`src/rtl/psram_req_responder_if.sv`:
```
// Signal bundle between the clk32-side requester, the responder and the PSRAM controller.
// The slave modport is the responder's view; the master modport is everything around it.
interface psram_req_responder_if;
  // requester side
  logic        read_in;
  logic        write_in;
  logic [21:0] addr_in;
  logic [15:0] din_in;
  logic        busy_out;
  logic [15:0] dout_out;
  logic        overrun_out;
  logic        timeout_out;
  // controller side
  logic        calib_in;
  logic        cmd_out;
  logic        cmd_en_out;
  logic [20:0] ctl_addr_out;
  logic [31:0] wr_data_out;
  logic [3:0]  data_mask_out;
  logic [31:0] rd_data_in;
  logic        rd_data_valid_in;

  modport slave (
    input  read_in, write_in, addr_in, din_in, calib_in, rd_data_in, rd_data_valid_in,
    output busy_out, dout_out, overrun_out, timeout_out,
    output cmd_out, cmd_en_out, ctl_addr_out, wr_data_out, data_mask_out
  );

  modport master (
    output read_in, write_in, addr_in, din_in, calib_in, rd_data_in, rd_data_valid_in,
    input  busy_out, dout_out, overrun_out, timeout_out,
    input  cmd_out, cmd_en_out, ctl_addr_out, wr_data_out, data_mask_out
  );
endinterface

```
`src/rtl/psram_req_responder.sv`:
```
// Turns one-cycle 16-bit read/write strobes into single burst commands on a 32-bit
// PSRAM controller port, holding busy_out for the whole transaction plus a fixed gap.
module psram_req_responder #(
  parameter int BURST_BEATS = 4,
  parameter int CMD_GAP     = 14,
  parameter int RD_TIMEOUT  = 255
) (
  input  logic                   clk64,
  input  logic                   resetn,
  psram_req_responder_if.slave   bus
);

  localparam int GAP_W = $clog2(CMD_GAP + 1);
  localparam logic [2:0]       LAST_BEAT   = 3'(BURST_BEATS - 1);
  localparam logic [7:0]       TIMEOUT_CNT = 8'(RD_TIMEOUT);
  localparam logic [GAP_W-1:0] LAST_GAP    = GAP_W'(CMD_GAP - 1);

  typedef enum logic [2:0] {
    S_INIT,
    S_IDLE,
    S_WR_BURST,
    S_RD_WAIT,
    S_RD_BURST,
    S_GAP
  } state_e;

  state_e state, state_nxt;

  logic [2:0]       beat_cnt;
  logic [7:0]       rd_timer;
  logic [GAP_W-1:0] gap_cnt;
  logic             half_sel;
  logic             cmd_q;
  logic [20:0]      ctl_addr_q;
  logic [31:0]      wr_data_q;
  logic [15:0]      dout_q;
  logic             overrun_q;
  logic             timeout_q;

  logic strobe, take_rd, take_wr;

  assign strobe  = bus.read_in | bus.write_in;
  // Read wins a same-cycle collision; the dropped write is flagged as an overrun.
  assign take_rd = (state == S_IDLE) && bus.read_in;
  assign take_wr = (state == S_IDLE) && bus.write_in && !bus.read_in;

  // NOTE: sequential state uses non-blocking assignments so every register samples
  // pre-edge values regardless of statement order.
  always_ff @(posedge clk64 or negedge resetn) begin
    if (!resetn) state <= S_INIT;
    else         state <= state_nxt;
  end

  // NOTE: default assignment first so no path through the case leaves state_nxt
  // unassigned, which would otherwise infer a latch.
  always_comb begin
    state_nxt = state;
    unique case (state)
      S_INIT:     if (bus.calib_in) state_nxt = S_IDLE;
      S_IDLE:     if (take_rd) state_nxt = S_RD_WAIT;
                  else if (take_wr) state_nxt = S_WR_BURST;
      S_WR_BURST: if (beat_cnt == LAST_BEAT) state_nxt = S_GAP;
      S_RD_WAIT:  if (bus.rd_data_valid_in) state_nxt = S_RD_BURST;
                  else if (rd_timer == TIMEOUT_CNT) state_nxt = S_GAP;
      S_RD_BURST: if (bus.rd_data_valid_in && beat_cnt == LAST_BEAT) state_nxt = S_GAP;
      S_GAP:      if (gap_cnt == LAST_GAP) state_nxt = S_IDLE;
      default:    state_nxt = S_INIT;
    endcase
  end

  always_comb begin
    bus.busy_out      = (state != S_IDLE);
    bus.cmd_en_out    = ((state == S_WR_BURST) && (beat_cnt == 3'd0)) ||
                        ((state == S_RD_WAIT)  && (rd_timer == 8'd0));
    bus.data_mask_out = 4'hF;
    if (state == S_WR_BURST && beat_cnt == 3'd0)
      bus.data_mask_out = half_sel ? 4'b0011 : 4'b1100;
  end

  // Sequence counters: beat_cnt counts write beats or valid read beats,
  // rd_timer measures the wait for the first read beat, gap_cnt the idle gap.
  always_ff @(posedge clk64 or negedge resetn) begin
    if (!resetn) begin
      beat_cnt <= '0;
      rd_timer <= '0;
      gap_cnt  <= '0;
    end else begin
      rd_timer <= (state == S_RD_WAIT) ? rd_timer + 8'd1 : 8'd0;
      gap_cnt  <= (state == S_GAP) ? gap_cnt + GAP_W'(1) : '0;
      unique case (state)
        S_WR_BURST: beat_cnt <= beat_cnt + 3'd1;
        S_RD_WAIT:  beat_cnt <= bus.rd_data_valid_in ? 3'd1 : 3'd0;
        S_RD_BURST: if (bus.rd_data_valid_in) beat_cnt <= beat_cnt + 3'd1;
        default:    beat_cnt <= '0;
      endcase
    end
  end

  always_ff @(posedge clk64 or negedge resetn) begin
    if (!resetn) begin
      half_sel   <= 1'b0;
      cmd_q      <= 1'b0;
      ctl_addr_q <= '0;
      wr_data_q  <= '0;
      dout_q     <= '0;
      overrun_q  <= 1'b0;
      timeout_q  <= 1'b0;
    end else begin
      if (take_rd || take_wr) begin
        half_sel   <= bus.addr_in[0];
        cmd_q      <= take_wr;
        ctl_addr_q <= bus.addr_in[21:1];
      end
      if (take_wr)
        wr_data_q <= {bus.din_in, bus.din_in};
      if ((state != S_IDLE && strobe) || (state == S_IDLE && bus.read_in && bus.write_in))
        overrun_q <= 1'b1;
      if (state == S_RD_WAIT && bus.rd_data_valid_in)
        dout_q <= half_sel ? bus.rd_data_in[31:16] : bus.rd_data_in[15:0];
      if (state == S_RD_WAIT && !bus.rd_data_valid_in && rd_timer == TIMEOUT_CNT)
        timeout_q <= 1'b1;
    end
  end

  assign bus.cmd_out      = cmd_q;
  assign bus.ctl_addr_out = ctl_addr_q;
  assign bus.wr_data_out  = wr_data_q;
  assign bus.dout_out     = dout_q;
  assign bus.overrun_out  = overrun_q;
  assign bus.timeout_out  = timeout_q;

endmodule
```
`src/flat_wrapper.sv`:
```
// flat-port wrapper written by rule: the top's interface ports become plain ports
module psram_req_responder_flat 
#(
  parameter int BURST_BEATS = 4,
  parameter int CMD_GAP     = 14,
  parameter int RD_TIMEOUT  = 255
)
  (clk64, resetn, bus_read_in, bus_write_in, bus_addr_in, bus_din_in, bus_calib_in, bus_rd_data_in, bus_rd_data_valid_in, bus_busy_out, bus_dout_out, bus_overrun_out, bus_timeout_out, bus_cmd_out, bus_cmd_en_out, bus_ctl_addr_out, bus_wr_data_out, bus_data_mask_out);
  psram_req_responder_if bus_i ();
  input  logic clk64;
  input  logic resetn;
  input wire logic [$bits(bus_i.read_in)-1:0] bus_read_in;
  input wire logic [$bits(bus_i.write_in)-1:0] bus_write_in;
  input wire logic [$bits(bus_i.addr_in)-1:0] bus_addr_in;
  input wire logic [$bits(bus_i.din_in)-1:0] bus_din_in;
  input wire logic [$bits(bus_i.calib_in)-1:0] bus_calib_in;
  input wire logic [$bits(bus_i.rd_data_in)-1:0] bus_rd_data_in;
  input wire logic [$bits(bus_i.rd_data_valid_in)-1:0] bus_rd_data_valid_in;
  output wire logic [$bits(bus_i.busy_out)-1:0] bus_busy_out;
  output wire logic [$bits(bus_i.dout_out)-1:0] bus_dout_out;
  output wire logic [$bits(bus_i.overrun_out)-1:0] bus_overrun_out;
  output wire logic [$bits(bus_i.timeout_out)-1:0] bus_timeout_out;
  output wire logic [$bits(bus_i.cmd_out)-1:0] bus_cmd_out;
  output wire logic [$bits(bus_i.cmd_en_out)-1:0] bus_cmd_en_out;
  output wire logic [$bits(bus_i.ctl_addr_out)-1:0] bus_ctl_addr_out;
  output wire logic [$bits(bus_i.wr_data_out)-1:0] bus_wr_data_out;
  output wire logic [$bits(bus_i.data_mask_out)-1:0] bus_data_mask_out;
  assign bus_i.read_in = bus_read_in;
  assign bus_i.write_in = bus_write_in;
  assign bus_i.addr_in = bus_addr_in;
  assign bus_i.din_in = bus_din_in;
  assign bus_i.calib_in = bus_calib_in;
  assign bus_i.rd_data_in = bus_rd_data_in;
  assign bus_i.rd_data_valid_in = bus_rd_data_valid_in;
  assign bus_busy_out = bus_i.busy_out;
  assign bus_dout_out = bus_i.dout_out;
  assign bus_overrun_out = bus_i.overrun_out;
  assign bus_timeout_out = bus_i.timeout_out;
  assign bus_cmd_out = bus_i.cmd_out;
  assign bus_cmd_en_out = bus_i.cmd_en_out;
  assign bus_ctl_addr_out = bus_i.ctl_addr_out;
  assign bus_wr_data_out = bus_i.wr_data_out;
  assign bus_data_mask_out = bus_i.data_mask_out;
  psram_req_responder #(.BURST_BEATS(BURST_BEATS), .CMD_GAP(CMD_GAP), .RD_TIMEOUT(RD_TIMEOUT)) u_core (.clk64(clk64), .resetn(resetn), .bus(bus_i));
endmodule
```
`config.mk`:
```
export PLATFORM = sky130hd
export DESIGN_NAME = psram_req_responder_flat
export DESIGN_NICKNAME = d
export VERILOG_FILES = /design/src/rtl/psram_req_responder_if.sv /design/src/rtl/psram_req_responder.sv /design/src/flat_wrapper.sv
export SDC_FILE = /design/constraint.sdc
export NUM_CORES = 1
export LEC_CHECK = 0
export ABC_AREA = 1
export CAP_MARGIN = 25
export CORE_ASPECT_RATIO = 0.8
export CORE_MARGIN = 2
export CORE_UTILIZATION = 46
export DETAILED_ROUTE_END_ITERATION = 10
export PLACE_DENSITY_LB_ADDON = 0.05
export SETUP_SLACK_MARGIN = 0.05
export SYNTH_ARGS = -nofsm -noshare
export SYNTH_HDL_FRONTEND = slang
export SYNTH_SLANG_ARGS = --single-unit
```
`constraint.sdc`:
```
create_clock -name clk64 -period 3.75 [get_ports clk64]
set_input_delay 0.75 -clock clk64 [delete_from_list [all_inputs] [get_ports clk64]]
set_output_delay 0.75 -clock clk64 [all_outputs]
set_load 0.03 [all_outputs]
```
== Word level (Yosys, flattened, before mapping) ==
Index checks and enable logic that the tools add are counted.

* Add/sub/neg operators: 3
* Bitwise logic cells: 1
* Equal/unequal tests: 16
* Muxes and demuxes: 17
* Reduce and logical (&&, ||, !) cells: 20

{| class="wikitable"
|+ Operator list
! operator !! count
|-
| $mux W3 || 9
|-
| $pmux W3 S6 || 1
|-
| $mux W16 || 1
|-
| $mux W4 || 3
|-
| $logic_and A1 B1 Y1 || 11
|-
| $eq A3 B2 Y1 const B || 3
|-
| $pmux W3 S3 || 1
|-
| $add A8 B1 Y8 const B || 1
|-
| $eq A8 B8 Y1 const B || 1
|-
| $logic_not A8 Y1 || 1
|-
| $mux W8 || 1
|-
| $eq A3 B3 Y1 const B || 2
|-
| $logic_not A3 Y1 || 2
|-
| $ne A2 B1 Y1 const B || 3
|-
| $ne A3 B1 Y1 const B || 2
|-
| $reduce_and A6 Y1 || 1
|-
| $add A4 B1 Y4 const B || 1
|-
| $eq A4 B4 Y1 const B || 1
|-
| $ne A2 B2 Y1 const B || 2
|-
| $add A3 B1 Y3 const B || 1
|-
| $eq A3 B1 Y1 const B || 1
|-
| $logic_or A1 B1 Y1 || 3
|-
| $ne A3 B2 Y1 const B || 1
|-
| $logic_not A1 Y1 || 2
|-
| other kinds (2) || 2
|}

* Logic and storage cells: 68
* Output and inout bits: 78
* Input port bits: 76
* Bits in registers: 91

== Logic depth before layout (Yosys ltp) ==
Gate-level depths: netlist (run 1).

* Depth after elaboration: 6
* Mapped depth: 10
* Mapped depth without buffers: 9

== Worst setup path before layout (run 1) ==
OpenSTA, ideal clock, no wires.

* Kind: register to output
* Start point: register u_core.half_sel
* End point: output bus_data_mask_out[3]
* Path buffers: 3
* Arrival time: 1.444 ns
* Cell stages (with the launch flop): 5
* Data required time: 3.000 ns
* Setup slack: 1.556 ns
* Path through: dfrtp_1 > clkbuf_1 > clkbuf_1 > nand4_1 > buf_4

* Word-level cells in the longest chain between the ends: 2

{| class="wikitable"
|+ RTL lines
! what !! RTL line !! source
|-
| start, declared || psram_req_responder.sv:32 || <nowiki>logic half_sel;</nowiki>
|-
| start signal, assigned || psram_req_responder.sv:110 || <nowiki>half_sel <= bus.addr_in[0];</nowiki>
|-
| $mux W4 || psram_req_responder.sv:77 || <nowiki>bus.data_mask_out = half_sel ? 4'b0011 : 4'b1100;</nowiki>
|-
| $mux W4 || psram_req_responder.sv:76 || <nowiki>if (state == S_WR_BURST && beat_cnt == 3'd0)</nowiki>
|-
| end, declared || flat_wrapper.sv:27 || <nowiki>output wire logic [$bits(bus_i.data_mask_out)-1:0] bus_data_mask_out;</nowiki>
|}

No other way between the ends.

== Final worst setup path (run 1) ==
* Start point: register u_core.state[1]
* End point: output bus_data_mask_out[0]

* Word-level cells in the longest chain between the ends: 3

{| class="wikitable"
|+ RTL lines
! what !! RTL line !! source
|-
| start, declared || psram_req_responder.sv:27 || <nowiki>state_e state, state_nxt;</nowiki>
|-
| start signal, assigned || psram_req_responder.sv:51 || <nowiki>else state <= state_nxt;</nowiki>
|-
| $eq A3 B2 Y1 || psram_req_responder.sv:76 ||
|-
| $logic_and A1 B1 Y1 || psram_req_responder.sv:76 ||
|-
| $mux W4 || psram_req_responder.sv:76 ||
|}

No other way between the ends.

==> results by group, run 1 <==
Status
  – Status: finished clean

Worst setup path
  – CP max FO: 5
  – Worst EP required: around 3.0 ns
  – CP endpoint kind: primary output
  – Crit-path slowest cell: clkdlybuf4s50_1
  – Worst path top cell family by delay: buffers and inverters
  – Worst Path Buf+Inv: 3
  – Worst reg2reg path depth: 5
  – Worst R2R End: u_core.bus.wr_data_out[27]$_DFFE_PN0P_
  – Crit-path max cell delay: 0.61 ns
  – Worst r2r src: u_core.state[2]$_DFFE_PN0P_
  – R2R setup slack: approximately 2.0 ns
  – WP data arrival: about 2.2 ns
  – Worst setup SP type: flop
  – WS Path Type: reg -> out
  – Worst-path cell chain: inv_2 > nor2_1 > nand2_1 > inv_1 > nand3_1 > or2_1 > clkdlybuf4s50_1

Die
  – Core area: 0.00750 sq mm
  – Die area: about 0.0086 sq mm
  – Chip Width: approximately 100 um
  – Row Count: 28
  – Initial core utilization: around half
  – Die Height: 83.2 um
  – IO Pins: 154

Clock network
  – Clock Latency Late Sink: 0.35 ns
  – CTS Sinks: 75
  – CTS Hold Bufs: 0
  – TritonCTS clock tree: done
  – CTS buffer count: 9
  – Number of gates resized after cts: 0
  – H-tree levels: 3
  – CTS Buffer Depth: 2
  – Worst-path clk slew: ~0.070 ns
  – Clk Tree Root Cell: clkbuf_8
  – # Post-CTS Setup Buffers: 0

Synth
  – Syn avg cell area: 8.53 sq um
  – Area contributors post-synth: dfrtp_1 52%, nand2_1 15%, o21ai_0 5.7%, inv_1 5.1%, buf_4 4.2%
  – Unique masters post-synth: 31
  – Netlist Area Pre-Place: between 0.003 and 0.004 sq mm
  – Biggest area consumer among synthesized cells: dfrtp_1
  – Synth warn: 0
  – Synth Flop Type: dfrtp_1
  – Share of the synthesized area in the top cell type: between 50% and 60%
  – Post-synth net total: around 500
  – Sequential-to-total area share from yosys stat: 52.0%
  – Synth Instances: about 420
  – Post-synth EDFFs: 0
  – Post-synthesis async set-or-reset flop share: 100%
  – Synth Register Bits: between 70 and 80

Power
  – Worst IR Drop VDD: 427 uV
  – Pleak: approximately 2.5 nW
  – Power Dens Cells: about 860 mW/mm^2

Global routing
  – Antenna violations before repair: 0
  – Vias in the first global route: about 3000
  – First-pass GRT wire length: 14100 um
  – Total gr overflow: 0
  – Largest net degree at the start of global routing: between 70 and 80
  – Total track usage: roughly a fifth

STA
  – Final Critical Period: 2.98 ns
  – Fmax: around 340 MHz
  – Final hold violation count: 0
  – Slew Viols, Final: 0
  – Relative slew slack: roughly 63%
  – Final setup TNS: 0 ns
  – Final setup vio count: 0
  – Period utilisation layout: slightly below 80%
  – Setup repair after global routing missed its margin: no
  – Worst slew pin tran: 0.551 ns
  – Clock skew: roughly 0.0054 ns

Finish
  – Commonest non-fill, non-tap cell in the layout: clkdlybuf4s50_1
  – Fraction of layout cells with a size suffix above 1: approximately 8%
  – Final core utilization: between 70 and 80%
  – FILL cells: 608
  – Antenna cells: 0
  – FF/Latch Area: around 0.0019 sq mm
  – Design Area, Final: about 0.0053 sq mm
  – P&R area growth vs syn: 47.7%
  – Most frequent cells in the layout: 152 x clkdlybuf4s50_1, 140 x nand2_1, 75 x dfrtp_1
  – Area of the multi-input gates: between 0.001 and 0.0015 sq mm
  – Non-Filler Instances: 666
  – Nets@finish: ~640

Route
  – Drt pass-1 iters: 4
  – Final WL: between 8000 and 9000 um
  – Vias: between 3000 and 4000
  – Post-route ant nets: 0
  – DRC Markers: 0
  – Initial drt markers: around 140
  – Vias per cell: around 4.6
  – Drt wl/cell: between 10 and 15 um

Placed design
  – Dpl hpwl: around 6200 um
  – Placed Instances: about 650
  – Post-DP Area: slightly above 0.005 sq mm
  – Placer Congestion: around 0.86
  – Port Buffer Count: 153

Run
  – Max Cap Viol: 0

Min path
  – HP Class: in -> async
## per-layer routing
metal | share of wire, % | vias up | routed length, um | GRT usage, %
met2 | 47 | 105 | 4010 | 32.1
met1 | 45 | 1421 | 3850 | 28.1
met5 | 0 | - | 0 | 0
li1 | - | 1562 | - | -
met4 | 0.30 | 0 | 26 | 4.31
met3 | 8.3 | 2 | 718 | 7.91
## state kept, by name, indices dropped and copies added (netlist names), 3 cells and up
name                     cells
u_core.beat_cnt              3
u_core.bus.ctl_addr_out     21
u_core.bus.dout_out         16
u_core.gap_cnt               4
u_core.rd_timer              8
u_core.state                 3
u_core.bus.wr_data_out      16
## Yosys cell counts (2+ instances only)
cell type and instances:
buf_2 3, nand2_1 140, o21ai_0 41, buf_4 20
nor3_1 2, inv_1 49, ha_1 7, dfrtp_1 75
nand3_1 14, a21oi_1 8, nor2_4 2, buf_6 6
nand4_1 3, clkbuf_1 4, inv_2 2, nor2_1 18
o21ai_2 15
## how the worst max path moves through the flow
stage,endpoint,startpoint,cells past startpoint,slack [ns]
finish,bus_data_mask_out[0],u_core.state[1]$_DFFE_PN0P_,7,0.77
global route,bus_data_mask_out[0],u_core.state[1]$_DFFE_PN0P_,7,0.65
CTS,bus_data_mask_out[0],u_core.state[1]$_DFFE_PN0P_,7,0.75
detailed placement,bus_data_mask_out[0],u_core.state[1]$_DFFE_PN0P_,7,1.18
global placement,bus_data_mask_out[1],u_core.state[2]$_DFFE_PN0P_,6,1.25
floorplan,bus_data_mask_out[3],u_core.half_sel$_DFFE_PN0P_,4,1.56
## where the power goes
part	total (mW)	internal [mW]	switching [mW]
sequential	1.33	1.12	0.211
combinational	2.40	0.943	1.46
clock	0.835	0.546	0.289
total	4.56	2.61	1.95
## through the flow
step | power (mW) | hold WS, ns | setup WS, ns
global placement | 3.70 | 0.454 | 1.25
detailed placement | 3.75 | 0.457 | 1.18
floorplan | 2.90 | 0.449 | 1.56
finish | 4.56 | 0.181 | 0.771
global route | 4.86 | 0.153 | 0.646
CTS | 4.60 | 0.477 | 0.751
## logic make-up after synthesis
kind of cell               count (synthesis)  synth area share [%]
adders and majority gates                  7                  2.43
AOI/OAI and AO/OA                         68                  11.2
DFF                                       75                  52.0
buffers and inverters                     86                  12.5
xor gates and xnor gates                   1                 0.243
and+or+nand+nor                          186                  21.7
## final cells by class
class                           instances  area share [%]
Clock inverter                          4            2.25
Inverter                               53            3.80
Multi-Input combinational cell        262            24.0
Clock buffer                           12            2.91
Sequential cell                        75            35.2
Timing Repair Buffer                  155            29.3
Tap cell                              105            2.46
No activity file was read; power rests on OpenSTA's default activity.
==> inputs of run 2 (changes only) <==
--- a/config.mk
+++ b/config.mk
@@ -9,7 +9,7 @@
 export CAP_MARGIN = 25
 export CORE_ASPECT_RATIO = 0.8
 export CORE_MARGIN = 2
-export CORE_UTILIZATION = 46
+export CORE_UTILIZATION = 43
 export DETAILED_ROUTE_END_ITERATION = 10
 export PLACE_DENSITY_LB_ADDON = 0.05
 export SETUP_SLACK_MARGIN = 0.05
==> constraint.sdc (replaced) <==
create_clock -name clk64 -period 3 [get_ports clk64]
set_input_delay 0.6 -clock clk64 [delete_from_list [all_inputs] [get_ports clk64]]
set_output_delay 0.6 -clock clk64 [all_outputs]
set_load 0.03 [all_outputs]
==> run 2 against run 1 <==
Against the previous run: cell count increased by 0.30%; non-clock buffer count unchanged; routed wire length decreased by 1.6%; critical endpoint unchanged; highest routed layer unchanged.
==> results by group, run 2 (same netlist as run 1, synthesis figures left out) <==
Clock network
  – CTS Hold Bufs: 0
  – Clk Tree Root Cell: clkbuf_8
  – TritonCTS clock tree: done
  – # Post-CTS Setup Buffers: 0
  – Clock Latency Late Sink: between 0.3 and 0.4 ns
  – Worst-path clk slew: 0.07 ns
  – CTS buffer count: 9
  – CTS Buffer Depth: 2
  – H-tree levels: 3
  – CTS Sinks: 75
  – Number of gates resized after cts: 0

Worst setup path
  – Worst EP required: 2.40 ns
  – Worst r2r src: u_core.state[2]$_DFFE_PN0P_
  – WS Path Type: reg -> out
  – Worst R2R End: u_core.bus.wr_data_out[29]$_DFFE_PN0P_
  – Crit-path slowest cell: clkdlybuf4s50_1
  – CP endpoint kind: primary output
  – R2R setup slack: 1.27 ns
  – Worst reg2reg path depth: 5
  – Worst setup SP type: flop
  – Worst-path cell chain: nor2_1 > nand2_1 > inv_1 > nand3_1 > or2_1 > clkdlybuf4s50_1
  – Crit-path max cell delay: between 0.6 and 0.7 ns
  – CP max FO: 9
  – WP data arrival: ~2.2 ns
  – Crit path from: u_core.state[2]$_DFFE_PN0P_
  – Crit path to: bus_data_mask_out[0]

Finish
  – Non-Filler Instances: 668
  – Fraction of layout cells with a size suffix above 1: 7.86%
  – Max reg flops: 21
  – Most frequent cells in the layout: 152 x clkdlybuf4s50_1, 140 x nand2_1, 75 x dfrtp_1
  – Final core utilization: about 65%
  – Commonest non-fill, non-tap cell in the layout: clkdlybuf4s50_1
  – P&R area growth vs syn: 46.2%
  – Nets@finish: about 640
  – Antenna cells: 0

Placed design
  – Port Buffer Count: about 150
  – Dpl hpwl: about 6300 um
  – Placed Instances: about 650
  – Placer Congestion: ~0.91

Global routing
  – Met1 usage: about a quarter
  – Largest net degree at the start of global routing: 76
  – Total track usage: 19.3%
  – GR Util met3: about 5.5%
  – Vias in the first global route: approximately 2900
  – Total gr overflow: 0
  – GR peak layer: met2
  – GR Util met2: 31.4%
  – Antenna violations before repair: 0
  – First-pass GRT wire length: approximately 14000 um

Route
  – Initial drt markers: about 170
  – Drt wl/cell: around 13 um
  – DRC Markers: 0
  – Drt pass-1 iters: 4
  – Final WL: 8460 um
  – Vias: slightly above 3000
  – Post-route ant nets: 0
  – Vias per cell: around 4.6

Die
  – Die Height: approximately 86 um
  – Core area: 0.00806 sq mm
  – Initial core utilization: between 40% and 50%
  – Chip Width: ~110 um
  – Die area: ~0.009 sq mm
  – IO Pins: 154
  – Row Count: 29

STA
  – Setup repair after global routing missed its margin: no
  – Worst slew pin tran: between 0.5 and 0.6 ns
  – Final Critical Period: between 2 and 3 ns
  – Slew Viols, Final: 0
  – Final setup vio count: 0
  – Final hold violation count: 0
  – Period utilisation layout: 92.8%
  – Hold slack: about 0.04 ns
  – Fmax: between 300 and 400 MHz
  – Clock skew: 0.00683 ns
  – Relative slew slack: a little over 60%
  – Final setup TNS: 0 ns

Power
  – Reg power frac: between 30% and 40%
  – Internal: about 3.1 mW
  – Pleak: about 2.5 nW
  – Switching share of power: between 40% and 50%
  – NetSw: around 2.4 mW
  – Combinational group share of total power: 54.5%
  – Worst IR Drop VDD: just under 500 uV
  – Clock share of power: between 10% and 20%
  – Power Dens Cells: approximately 1000 mW/mm^2

Status
  – Status: finished clean

Run
  – Max Cap Viol: 0

Min path
  – HP Class: in -> async
==> run 2: changes by cell type in the layout (fill, tap and decap cells not counted), sizes merged <==
cell and delta:
clkbuf -2, clkinv +2, bufinv -2, clkinvlp +1
==> run 2: per-stage QoR <==
step | power (mW) | instance area (sq um) | setup slack, ns
floorplan | 3.62 | 3610 | 0.956
global placement | 4.63 | 5030 | 0.637
detailed placement | 4.68 | 5030 | 0.587
CTS | 5.54 | 5250 | 0.200
global route | 5.85 | 5280 | 0.113
finish | 5.48 | 5280 | 0.215
==> run 2: area by class of cell <==
class	instances	area, sq um
Clock buffer	10	138
Clock inverter	5	77.6
Fill cell	702	2780
Inverter	53	203
Multi-Input combinational cell	262	1280
Sequential cell	75	1880
Tap cell	108	135
Timing Repair Buffer	155	1560
==> run 2: power groups by stage <==
stage	Combinational [mW]	Sequential, mW	Clock, mW
final	2.99	1.65	0.839
after global routing	3.23	1.71	0.906
after CTS	3.02	1.66	0.868
after detailed placement	3.01	1.67	0
after global placement	2.98	1.65	0
after floorplan	1.32	2.30	0
==> run 2: worst max-delay path: cells and delay by family (launching register included) <==
family,cells,cell delay [ns]
flip-flops,1,0.50
AND/OR/NAND/NOR,4,0.63
buffers and inverters,2,0.71
==> run 2: worst min path at each step <==
stage,from,cells after the start,to
3_3_place_gp,u_core.bus.ctl_addr_out[4]$_DFFE_PN0P_,2,u_core.bus.ctl_addr_out[4]$_DFFE_PN0P_
5_1_grt,resetn,1,u_core.bus.dout_out[2]$_DFFE_PN0P_
3_5_place_dp,u_core.bus.ctl_addr_out[7]$_DFFE_PN0P_,2,u_core.bus.ctl_addr_out[7]$_DFFE_PN0P_
2_1_floorplan,resetn,0,u_core.beat_cnt[0]$_DFFE_PN0P_
6_report,resetn,1,u_core.bus.dout_out[2]$_DFFE_PN0P_
4_1_cts,resetn,1,u_core.bus.dout_out[2]$_DFFE_PN0P_
==> run 2: routing by layer <==
| metal | vias up | routed length (um) | part of all wire (%) |
|---|---|---|---|
| met4 | 0 | 89 | 1.1 |
| met1 | 1421 | 3810 | 45 |
| met2 | 95 | 3980 | 47 |
| li1 | 1565 | - | - |
| met5 | - | 0 | 0 |
| met3 | 10 | 582 | 6.9 |
